$ cat src/rtl/sdram_cmd_fifo_arbiter.sv
// sdram_cmd_fifo_arbiter
//   Write-side scheduler for the shared async command/data FIFO that feeds the SDRAM clock
//   domain. Two wr_clk-domain requesters (req0 = AXI write path, req1 = AXI read path) each
//   submit whole bursts. Bursts are granted atomically. Every pushed word is tagged with its
//   source ID in the MSB, and pushes are throttled by fifo_full_i.
//
//   Configuration macro: ARB_FIXED_PRIO_EN
//     undefined (default): round-robin tie break, req0 wins the first tie after reset
//     defined            : req0 always wins a tie (req1 may starve)
//
// Ports
//   wr_clk          FIFO write-domain clock, all logic on posedge
//   reset_n         asynchronous active-low reset (shared with the FIFO)
//   reqN_valid_i    requester N beat valid
//   reqN_ready_o    requester N beat accepted (valid & ready = push)
//   reqN_len_i      requester N burst length-1, sampled only at grant
//   reqN_data_i     requester N beat payload
//   fifo_full_i     async FIFO full flag (write domain)
//   fifo_wr_en_o    push strobe to the async FIFO
//   fifo_data_in_o  {source_id, payload} pushed to the async FIFO
//   grant_id_o      requester currently / last granted
//   busy_o          high while a burst is in progress
//   burst_done_o    one-cycle pulse in the cycle after the final beat is pushed

module sdram_cmd_fifo_arbiter #(
    parameter int unsigned DW   = 32,
    parameter int unsigned LENW = 4
) (
    input  logic            wr_clk,
    input  logic            reset_n,
    input  logic            req0_valid_i,
    output logic            req0_ready_o,
    input  logic [LENW-1:0] req0_len_i,
    input  logic [DW-1:0]   req0_data_i,
    input  logic            req1_valid_i,
    output logic            req1_ready_o,
    input  logic [LENW-1:0] req1_len_i,
    input  logic [DW-1:0]   req1_data_i,
    input  logic            fifo_full_i,
    output logic            fifo_wr_en_o,
    output logic [DW:0]     fifo_data_in_o,
    output logic            grant_id_o,
    output logic            busy_o,
    output logic            burst_done_o
);

    typedef enum logic [0:0] {StIdle, StBurst} state_e;

    state_e          state_q, state_d;
    logic [LENW-1:0] beat_cnt_q, beat_cnt_d;
    logic            grant_q, grant_d;
    logic            done_q, done_d;
    logic            winner;
    logic            granted_valid;
    logic            push;

`ifndef ARB_FIXED_PRIO_EN
    logic            rr_last_q, rr_last_d;
`endif

    // Tie break: round robin favours the requester not served last.
    always_comb begin
`ifdef ARB_FIXED_PRIO_EN
        winner = req0_valid_i ? 1'b0 : 1'b1;
`else
        if (req0_valid_i && req1_valid_i) begin
            winner = ~rr_last_q;
        end else begin
            winner = req1_valid_i;
        end
`endif
    end

    always_comb begin
        state_d        = state_q;
        beat_cnt_d     = beat_cnt_q;
        grant_d        = grant_q;
        done_d         = 1'b0;
`ifndef ARB_FIXED_PRIO_EN
        rr_last_d      = rr_last_q;
`endif
        req0_ready_o   = 1'b0;
        req1_ready_o   = 1'b0;
        fifo_wr_en_o   = 1'b0;
        fifo_data_in_o = '0;
        granted_valid  = 1'b0;
        push           = 1'b0;

        unique case (state_q)
            StIdle: begin
                // Arbitration bubble: nothing is pushed in this state.
                if (req0_valid_i || req1_valid_i) begin
                    grant_d    = winner;
                    beat_cnt_d = winner ? req1_len_i : req0_len_i;
                    state_d    = StBurst;
                end
            end
            StBurst: begin
                req0_ready_o  = ~grant_q & ~fifo_full_i;
                req1_ready_o  = grant_q & ~fifo_full_i;
                granted_valid = grant_q ? req1_valid_i : req0_valid_i;
                push          = granted_valid & ~fifo_full_i;
                if (push) begin
                    fifo_wr_en_o   = 1'b1;
                    fifo_data_in_o = {grant_q, (grant_q ? req1_data_i : req0_data_i)};
                    if (beat_cnt_q != '0) begin
                        beat_cnt_d = beat_cnt_q - LENW'(1);
                    end else begin
                        state_d = StIdle;
                        done_d  = 1'b1;
`ifndef ARB_FIXED_PRIO_EN
                        rr_last_d = grant_q;
`endif
                    end
                end
            end
            default: state_d = StIdle;
        endcase
    end

    always_ff @(posedge wr_clk or negedge reset_n) begin
        if (!reset_n) begin
            state_q    <= StIdle;
            beat_cnt_q <= '0;
            grant_q    <= 1'b0;
            done_q     <= 1'b0;
`ifndef ARB_FIXED_PRIO_EN
            rr_last_q  <= 1'b1;
`endif
        end else begin
            state_q    <= state_d;
            beat_cnt_q <= beat_cnt_d;
            grant_q    <= grant_d;
            done_q     <= done_d;
`ifndef ARB_FIXED_PRIO_EN
            rr_last_q  <= rr_last_d;
`endif
        end
    end

    assign grant_id_o   = grant_q;
    assign busy_o       = (state_q == StBurst);
    assign burst_done_o = done_q;

endmodule

$ cat config.mk
export PLATFORM = sky130hd
export DESIGN_NAME = sdram_cmd_fifo_arbiter
export DESIGN_NICKNAME = d
export VERILOG_FILES = /design/src/rtl/sdram_cmd_fifo_arbiter.sv
export SDC_FILE = /design/constraint.sdc
export NUM_CORES = 1
export LEC_CHECK = 0
export CAP_MARGIN = 20
export CORE_MARGIN = 4
export CORE_UTILIZATION = 34
export DETAILED_ROUTE_END_ITERATION = 12
export PLACE_DENSITY = 0.86
export RECOVER_POWER = 25
export SETUP_SLACK_MARGIN = 0.1
export SLEW_MARGIN = 20
export SYNTH_ARGS = -nofsm -noshare
export SYNTH_HDL_FRONTEND = slang
export SYNTH_SLANG_ARGS = --single-unit
$ cat constraint.sdc
create_clock -name wr_clk -period 4.65 [get_ports wr_clk]
set_clock_uncertainty 0.05 [all_clocks]
set_input_delay 1.395 -clock wr_clk [delete_from_list [all_inputs] [get_ports wr_clk]]
set_output_delay 1.395 -clock wr_clk [all_outputs]
set_load 0.01 [all_outputs]
==> results.md, run 1 <==
• outcome: complete, no violations
• Vias: 1432
• net count after synthesis: 210
• accumulated negative setup slack: 0 ps
• proportion of layout cells with a drive suffix above 1: 0.188
• number of placement rows: 22
• Worst Path Required: 3200 ps
• buffers added on ports: 115
• final estimated routing congestion in global placement: 0.873
• TritonCTS Sinks: 8
• source-to-sink clock delay at the later pin of the worst-skew pair: 240 ps
• Setup crit start kind: input pin
• cell type of the slowest stage on the worst timing path: sky130_fd_sc_hd__clkdlybuf4s50_1
• post-synthesis cell count: 131
• cell class contributing the biggest share of worst-path delay: buffers and inverters
• Routed WL per cell: 14.3 microns
• Max Clk Rate: 0.222 GHz
• Max stage delay on crit path: 530 ps
• sequential cell area: 203 sq um
• Synth Area per Inst: 10.1 sq um
• # IOs: 116
• number of DRC markers in iteration 0: 32
• CP Cell Sequence: clkdlybuf4s50_1, mux2i_2, or2_4, buf_6, nor2_4, clkdlybuf4s50_1
• highest ir drop seen on vdd: 0.238 mV
• reg-to-reg setup timing slack: 2670 ps
• CTS tree: done
• aggregate global-route resource usage: 0.171
• number of antenna violations at the first check in global routing: 0
• final HPWL from detailed placement: 3.67 mm
• overall routed net length: 4.26 mm
• critical path class: in -> out
• number of search-and-repair iterations in the first detailed-routing pass: 4
• area of the mapped netlist: 1320 sq um
• horizontal die dimension: 70.3 microns
• clock-pin transition on the worst setup and hold timing paths: 40 ps
• Tcrit/Tclk final: 0.969
• maximum number of pins on one net before global-route repair: 21
• hold-fix buffer count after cts: 0
• number of buffers on the longest clock path: 2
• Lkg Pwr: 1.23 nW
• setup repair after global routing missed its margin: yes
• count of final max-slew check failures: 0
• DR DRC count: 0
• Critical path buffers and inverters: 3
• wire length of the first global-routing pass: 6.92 mm
• final antenna-violating net count: 0
• signal arrival time at the worst endpoint: 3060 ps
• number of antenna cells inserted: 0
• Core Box Area: 3720 sq um
• slew at the pin closest to its max-slew limit: 498 ps
• via count of the first global-routing pass: 1495
• part of the Yosys area used for sequential elements: 0.153
• signed area change from the synthesized netlist to the final layout: 94.8%
• Yosys cell types: 31
• effective utilization at floorplan: 0.355
• Finish-stage setup viols: 0
• Die ar.: 4940 sq um
• via count normalized by instance count: 4.81
• CTS H-tree lvls: 1
• crit path capture type: output port
• class of the tightest hold or removal check: reg -> reg
• overall power of the completed layout: 929 uW
• P per Cell Area: 362 nW/um^2
• final layout net count: 330
• die height: 70.3 microns
• Yosys warning total: 0
• TritonCTS Buffers: 3
• total placed cells including tap cells: 293
• clock root buffer: sky130_fd_sc_hd__clkbuf_8
• final hold violations: 0
• most used cell, CP: sky130_fd_sc_hd__clkdlybuf4s50_1
• maxcap violations: 0
• remaining global-route overflow: 0
• fill cell instance count of the final layout: 329
• largest fanout on the critical path: 5
• combined area of the multi-input logic cells: 981 sq um
• shortest period the worst path allows: 4510 ps
• Slew HR: 0.667
• register bit total from synthesis: 8
• number of non-filler instances in the completed layout: 298
layer usage:
metal  up-vias  global-route usage  part of all wire
met5         -                   0                 0
met4         0              0.0511            0.0068
met3         4              0.0374             0.078
met2        70               0.323              0.55
met1       654               0.187              0.36
li1        704                   -                 -
cells by family (layout without fill, tap and decap cells):
| family | Yosys count | after routing | synth area share |
|---|---|---|---|
| DFF | 8 | 8 | 0.153 |
| xor gates and xnor gates | 1 | 1 | 0.00665 |
| muxes | 34 | 34 | 0.262 |
| adders and majority gates | 2 | 2 | 0.0190 |
| and+or+nand+nor | 52 | 52 | 0.348 |
| AOI/OAI and AO/OA | 18 | 18 | 0.111 |
| buffers and inverters | 16 | 135 | 0.101 |
report_power, final:
group | total (mW) | internal (mW) | switching (mW) | leakage, nW
combinational | 0.669 | 0.356 | 0.313 | 1.12
sequential | 0.167 | 0.103 | 0.0649 | 0.0935
clock | 0.0929 | 0.0599 | 0.0330 | 0.0228
total | 0.929 | 0.518 | 0.411 | 1.23
synth_stat cells:
cell	count	area share
sky130_fd_sc_hd__buf_6	2	0.017
sky130_fd_sc_hd__a21bo_1	1	0.0076
sky130_fd_sc_hd__a31oi_1	1	0.0048
sky130_fd_sc_hd__inv_2	1	0.0028
sky130_fd_sc_hd__xor2_1	1	0.0066
sky130_fd_sc_hd__ha_1	2	0.019
sky130_fd_sc_hd__nor4_1	1	0.0048
sky130_fd_sc_hd__inv_1	4	0.011
sky130_fd_sc_hd__nor3b_2	2	0.019
sky130_fd_sc_hd__buf_2	4	0.015
sky130_fd_sc_hd__dfstp_2	1	0.020
sky130_fd_sc_hd__buf_12	3	0.046
sky130_fd_sc_hd__o31a_1	2	0.013
sky130_fd_sc_hd__or2_1	1	0.0048
sky130_fd_sc_hd__nor3_1	2	0.0076
sky130_fd_sc_hd__clkbuf_1	1	0.0028
sky130_fd_sc_hd__nor2_1	8	0.023
sky130_fd_sc_hd__nand2b_1	2	0.0095
sky130_fd_sc_hd__o31ai_1	4	0.023
sky130_fd_sc_hd__a21oi_1	1	0.0038
sky130_fd_sc_hd__a221oi_1	4	0.027
sky130_fd_sc_hd__o21bai_1	1	0.0057
sky130_fd_sc_hd__o311ai_0	4	0.027
sky130_fd_sc_hd__nor2_4	29	0.25
sky130_fd_sc_hd__and2_1	6	0.028
sky130_fd_sc_hd__mux2i_1	32	0.24
sky130_fd_sc_hd__mux2_1	1	0.0085
sky130_fd_sc_hd__nand2_1	1	0.0028
sky130_fd_sc_hd__buf_4	1	0.0057
sky130_fd_sc_hd__mux2i_2	1	0.010
sky130_fd_sc_hd__dfrtp_1	7	0.13
stage by stage:
| stage | util | area [sq um] | worst slack, ps | hold WS [ps] |
|---|---|---|---|---|
| 4_1_cts | 0.687 | 2550 | 97.2 | 556 |
| 2_1_floorplan | - | 1320 | 868 | 517 |
| 5_1_grt | 0.691 | 2570 | 74.2 | 601 |
| 6_report | 0.691 | 2570 | 142 | 570 |
| 3_5_place_dp | 0.681 | 2530 | 67.6 | 551 |
| 3_3_place_gp | 0.681 | 2530 | 97.8 | 555 |
state kept, by name, indices dropped and copies added (netlist names):
name / cells
beat_cnt_q: 4
busy_o: 1
rr_last_q: 1
burst_done_o: 1
grant_id_o: 1
placed cells by master, fill, tap and decap left out:
| cell | netlist | layout |
|---|---|---|
| sky130_fd_sc_hd__a21bo_1 | 1 | 1 |
| sky130_fd_sc_hd__a21oi_1 | 1 | 1 |
| sky130_fd_sc_hd__a221oi_1 | 4 | 4 |
| sky130_fd_sc_hd__a31oi_1 | 1 | 1 |
| sky130_fd_sc_hd__and2_1 | 6 | 6 |
| sky130_fd_sc_hd__buf_12 | 3 | 3 |
| sky130_fd_sc_hd__buf_4 | 1 | 5 |
| sky130_fd_sc_hd__buf_6 | 2 | 1 |
| sky130_fd_sc_hd__clkbuf_1 | 1 | 3 |
| sky130_fd_sc_hd__clkbuf_8 | 0 | 3 |
| sky130_fd_sc_hd__clkdlybuf4s50_1 | 0 | 82 |
| sky130_fd_sc_hd__dfrtp_1 | 7 | 6 |
| sky130_fd_sc_hd__dfrtp_2 | 0 | 1 |
| sky130_fd_sc_hd__dfstp_2 | 1 | 1 |
| sky130_fd_sc_hd__dlygate4sd2_1 | 0 | 23 |
| sky130_fd_sc_hd__dlygate4sd3_1 | 0 | 2 |
| sky130_fd_sc_hd__dlymetal6s2s_1 | 0 | 8 |
| sky130_fd_sc_hd__ha_1 | 2 | 2 |
| sky130_fd_sc_hd__inv_1 | 4 | 4 |
| sky130_fd_sc_hd__inv_2 | 1 | 1 |
| sky130_fd_sc_hd__mux2_1 | 1 | 1 |
| sky130_fd_sc_hd__mux2i_1 | 32 | 32 |
| sky130_fd_sc_hd__mux2i_2 | 1 | 1 |
| sky130_fd_sc_hd__nand2_1 | 1 | 1 |
| sky130_fd_sc_hd__nand2b_1 | 2 | 2 |
| sky130_fd_sc_hd__nor2_1 | 8 | 8 |
| sky130_fd_sc_hd__nor2_4 | 29 | 29 |
| sky130_fd_sc_hd__nor3_1 | 2 | 2 |
| sky130_fd_sc_hd__nor3b_1 | 0 | 1 |
| sky130_fd_sc_hd__nor3b_2 | 2 | 1 |
| sky130_fd_sc_hd__nor4_1 | 1 | 1 |
| sky130_fd_sc_hd__o21bai_1 | 1 | 1 |
| sky130_fd_sc_hd__o311ai_0 | 4 | 4 |
| sky130_fd_sc_hd__o31a_1 | 2 | 2 |
| sky130_fd_sc_hd__o31ai_1 | 4 | 4 |
| sky130_fd_sc_hd__or2_4 | 0 | 1 |
| sky130_fd_sc_hd__xor2_1 | 1 | 1 |
final timing paths:
| check | start | to | cells after the start |
|---|---|---|---|
| setup reg to reg | beat_cnt_q[0]$_DFFE_PN0P_ | rr_last_q$_DFFE_PN1P_ | 5 |
| min in group asynchronous | reset_n | burst_done_o$_DFF_PN0_ | 1 |
| hold reg to reg | beat_cnt_q[0]$_DFFE_PN0P_ | beat_cnt_q[0]$_DFFE_PN0P_ | 2 |
| setup / recovery | req1_valid_i | fifo_data_in_o[7] | 6 |
| max in group asynchronous | reset_n | rr_last_q$_DFFE_PN1P_ | 1 |
| hold / removal | beat_cnt_q[0]$_DFFE_PN0P_ | beat_cnt_q[0]$_DFFE_PN0P_ | 2 |
what timing repair did:
item                                    CTS  global route
pin swaps                                 0             0
gates resized for setup                  24             8
endpoints found under the setup margin   25            10
buffers inserted                          0             1
tightest hold or removal path, stage by stage (launching register included):
cell and delay, ps:
sky130_fd_sc_hd__dfrtp_1 400, sky130_fd_sc_hd__o311ai_0 100, sky130_fd_sc_hd__o31ai_1 70
cell type report:
class | count | share of cell area
sequential | 8 | 0.0790
timing repair buffer | 126 | 0.490
clock buffer | 4 | 0.0176
multi-input combinational | 107 | 0.382
tap | 48 | 0.0234
inverter | 5 | 0.00731
Power figures use the tool's default switching activity.
==> inputs of run 2 (changes only) <==
Settings changed: CORE_MARGIN 4 to 5, SLEW_MARGIN 20 to not set.
==> run 2 against run 1 <==
  * Flip-flop and latch count is the same
  * Clock-buffer cell count is the same
  * Total power is essentially flat
==> results.md, run 2 (synthesized netlist as in run 1, its figures left out) <==
• outcome: complete, no violations
• overall power of the completed layout: 929 uW, about the same
• Lkg Pwr: 1.37 nW, +11%
• worst hold margin: 558 ps, -11.2 ps
• fill cell instance count of the final layout: 302, -8.2%
• gr busiest metal: met2
• overall routed net length: 4.43 mm, +4.0%
• hold-fix buffer count after cts: 0, unchanged
• count of final max-slew check failures: 0, unchanged
• Tcrit/Tclk final: 0.979, +0.00988
• met2 track utilization from global routing: 0.293, -0.0301
• number of DRC markers in iteration 0: 38, +19%
• TritonCTS Buffers: 3, unchanged
• most frequent standard cell in the layout excluding fill and tap cells: sky130_fd_sc_hd__clkdlybuf4s50_1
• effective utilization at floorplan: 0.355, unchanged
• final cell area excluding filler cells: 2590 sq um, +1.1%
• final layout net count: 327, -0.91%
• Worst Path Required: 3200 ps, about the same
• aggregate global-route resource usage: 0.158, -0.0131
• buffers added on ports: 115, unchanged
• Post-Route Utilization: 0.698, +0.00741
• final HPWL from detailed placement: 3.69 mm, +0.74%
• P per Cell Area: 358 nW/um^2, -1.1%
• DR DRC count: 0, unchanged
• shortest period the worst path allows: 4550 ps, +45.9 ps
• number of search-and-repair iterations in the first detailed-routing pass: 4, unchanged
• Core Box Area: 3720 sq um, unchanged
• # IOs: 116, unchanged
• most used cells in the layout excluding fill and tap cells: sky130_fd_sc_hd__clkdlybuf4s50_1, sky130_fd_sc_hd__mux2i_1, sky130_fd_sc_hd__nor2_4, sky130_fd_sc_hd__dlymetal6s2s_1, sky130_fd_sc_hd__nor2_1
• largest fanout on the critical path: 7, +2
• clock root buffer: sky130_fd_sc_hd__clkbuf_8
• sequential cell area: 203 sq um, unchanged
• global routing usage on met3: 0.0540, +0.0166
• Finish-stage setup viols: 0, unchanged
• CTS H-tree lvls: 1, unchanged
• number of antenna cells inserted: 0, unchanged
• class of the tightest hold or removal check: reg -> reg
• signed area change from the synthesized netlist to the final layout: 96.9%
• crit path capture type: output port
• Setup crit start kind: input pin
• accumulated negative setup slack: 0 ps, unchanged
• via count of the first global-routing pass: 1475, -1.3%
• via count normalized by instance count: 4.79, -0.32%
• combined area of the multi-input logic cells: 981 sq um, unchanged
• largest register by flop count: beat_cnt_q
• cell type of the slowest stage on the worst timing path: sky130_fd_sc_hd__clkdlybuf4s50_1
• Largest register FFs: 4, unchanged
• clock-pin transition on the worst setup and hold timing paths: 50 ps, about the same
• setup repair after global routing missed its margin: yes
• maximum number of pins on one net before global-route repair: 27, +29%
• Max Clk Rate: 0.220 GHz, -1.0%
• CP Cell Sequence: clkdlybuf4s50_1, mux2i_2, or2_4, buf_4, nor2_4, clkdlybuf4s50_1
• maxcap violations: 0, unchanged
• number of placement rows: 22, unchanged
• source-to-sink clock delay at the later pin of the worst-skew pair: 230 ps, about the same
• Max stage delay on crit path: 530 ps, about the same
• TritonCTS Sinks: 8, unchanged
• global routing met1 resource utilization: 0.171, -0.0158
• Vias: 1413, -1.3%
• final estimated routing congestion in global placement: 0.825, -5.6%
• critical path class: in -> out
• proportion of layout cells with a drive suffix above 1: 0.178, -0.00986
• highest ir drop seen on vdd: 0.231 mV, -2.9%
• number of buffers on the longest clock path: 2, unchanged
• CTS tree: done
• most used cell, CP: sky130_fd_sc_hd__clkdlybuf4s50_1
• wire length of the first global-routing pass: 6.68 mm, -3.5%
• Die ar.: 5220 sq um, +5.8%
• die height: 72.3 microns, +2.8%
• final antenna-violating net count: 0, unchanged
• Slew HR: 0.733, +0.0660
• area post-placement: 2480 sq um, -1.9%
• final hold violations: 0, unchanged
• remaining global-route overflow: 0, unchanged
• Routed WL per cell: 15.0 microns, +5.0%
• slew at the pin closest to its max-slew limit: 400 ps, -97.9 ps
• number of antenna violations at the first check in global routing: 0, unchanged
• signal arrival time at the worst endpoint: 3110 ps, +50 ps
• horizontal die dimension: 72.3 microns, +2.8%
[run 2: cell type report]
class	count	share of cell area
Tap cell	48	0.0232
Sequential cell	8	0.0781
Multi-Input combinational cell	107	0.378
Inverter	5	0.00724
Clock buffer	4	0.0174
Timing Repair Buffer	123	0.496
[run 2: critical path, delay by kind of cell]
| kind | cells | cell delay, ps |
|---|---|---|
| buf+inv | 3 | 1240 |
| mux | 1 | 80 |
| simple gates | 2 | 400 |
[run 2: timing repair]
item                       4_1_cts  5_1_grt
cloned                           0        1
setup buffers                    0        0
setup endpoints to repair       22       27
resized for setup                6       22
[run 2: through the flow]
stage / worst slack, ps / instances
finish: 96.3 / 295
global route: 56.9 / 295
CTS: 79.2 / 294
detailed placement: 79.5 / 290
global placement: 84.3 / 290
floorplan: 868 / 131
[run 2: power by group]
group          internal, mW  switching, mW  leakage, nW
logic                 0.361          0.319         1.25
clock network        0.0595         0.0284       0.0228
registers             0.103         0.0583       0.0935
total                 0.523          0.406         1.37
[run 2: worst paths after layout]
check / start / end / slack (ps) / cells after the start
setup / recovery: req0_valid_i / fifo_data_in_o[7] / 100 / 6
hold / removal: beat_cnt_q[1]$_DFFE_PN0P_ / beat_cnt_q[1]$_DFFE_PN0P_ / 560 / 2
setup reg to reg: beat_cnt_q[0]$_DFFE_PN0P_ / rr_last_q$_DFFE_PN1P_ / 2750 / 5
hold reg to reg: beat_cnt_q[1]$_DFFE_PN0P_ / beat_cnt_q[1]$_DFFE_PN0P_ / 560 / 2
max in group asynchronous: reset_n / rr_last_q$_DFFE_PN1P_ / 2770 / 1
min in group asynchronous: reset_n / beat_cnt_q[1]$_DFFE_PN0P_ / 1460 / 1
[run 2: metal layers]
| layer | part of all wire | wire length [microns] |
|---|---|---|
| met4 | 0.013 | 57 |
| met1 | 0.35 | 1570 |
| met5 | 0 | 0 |
| met2 | 0.53 | 2360 |
| met3 | 0.10 | 448 |
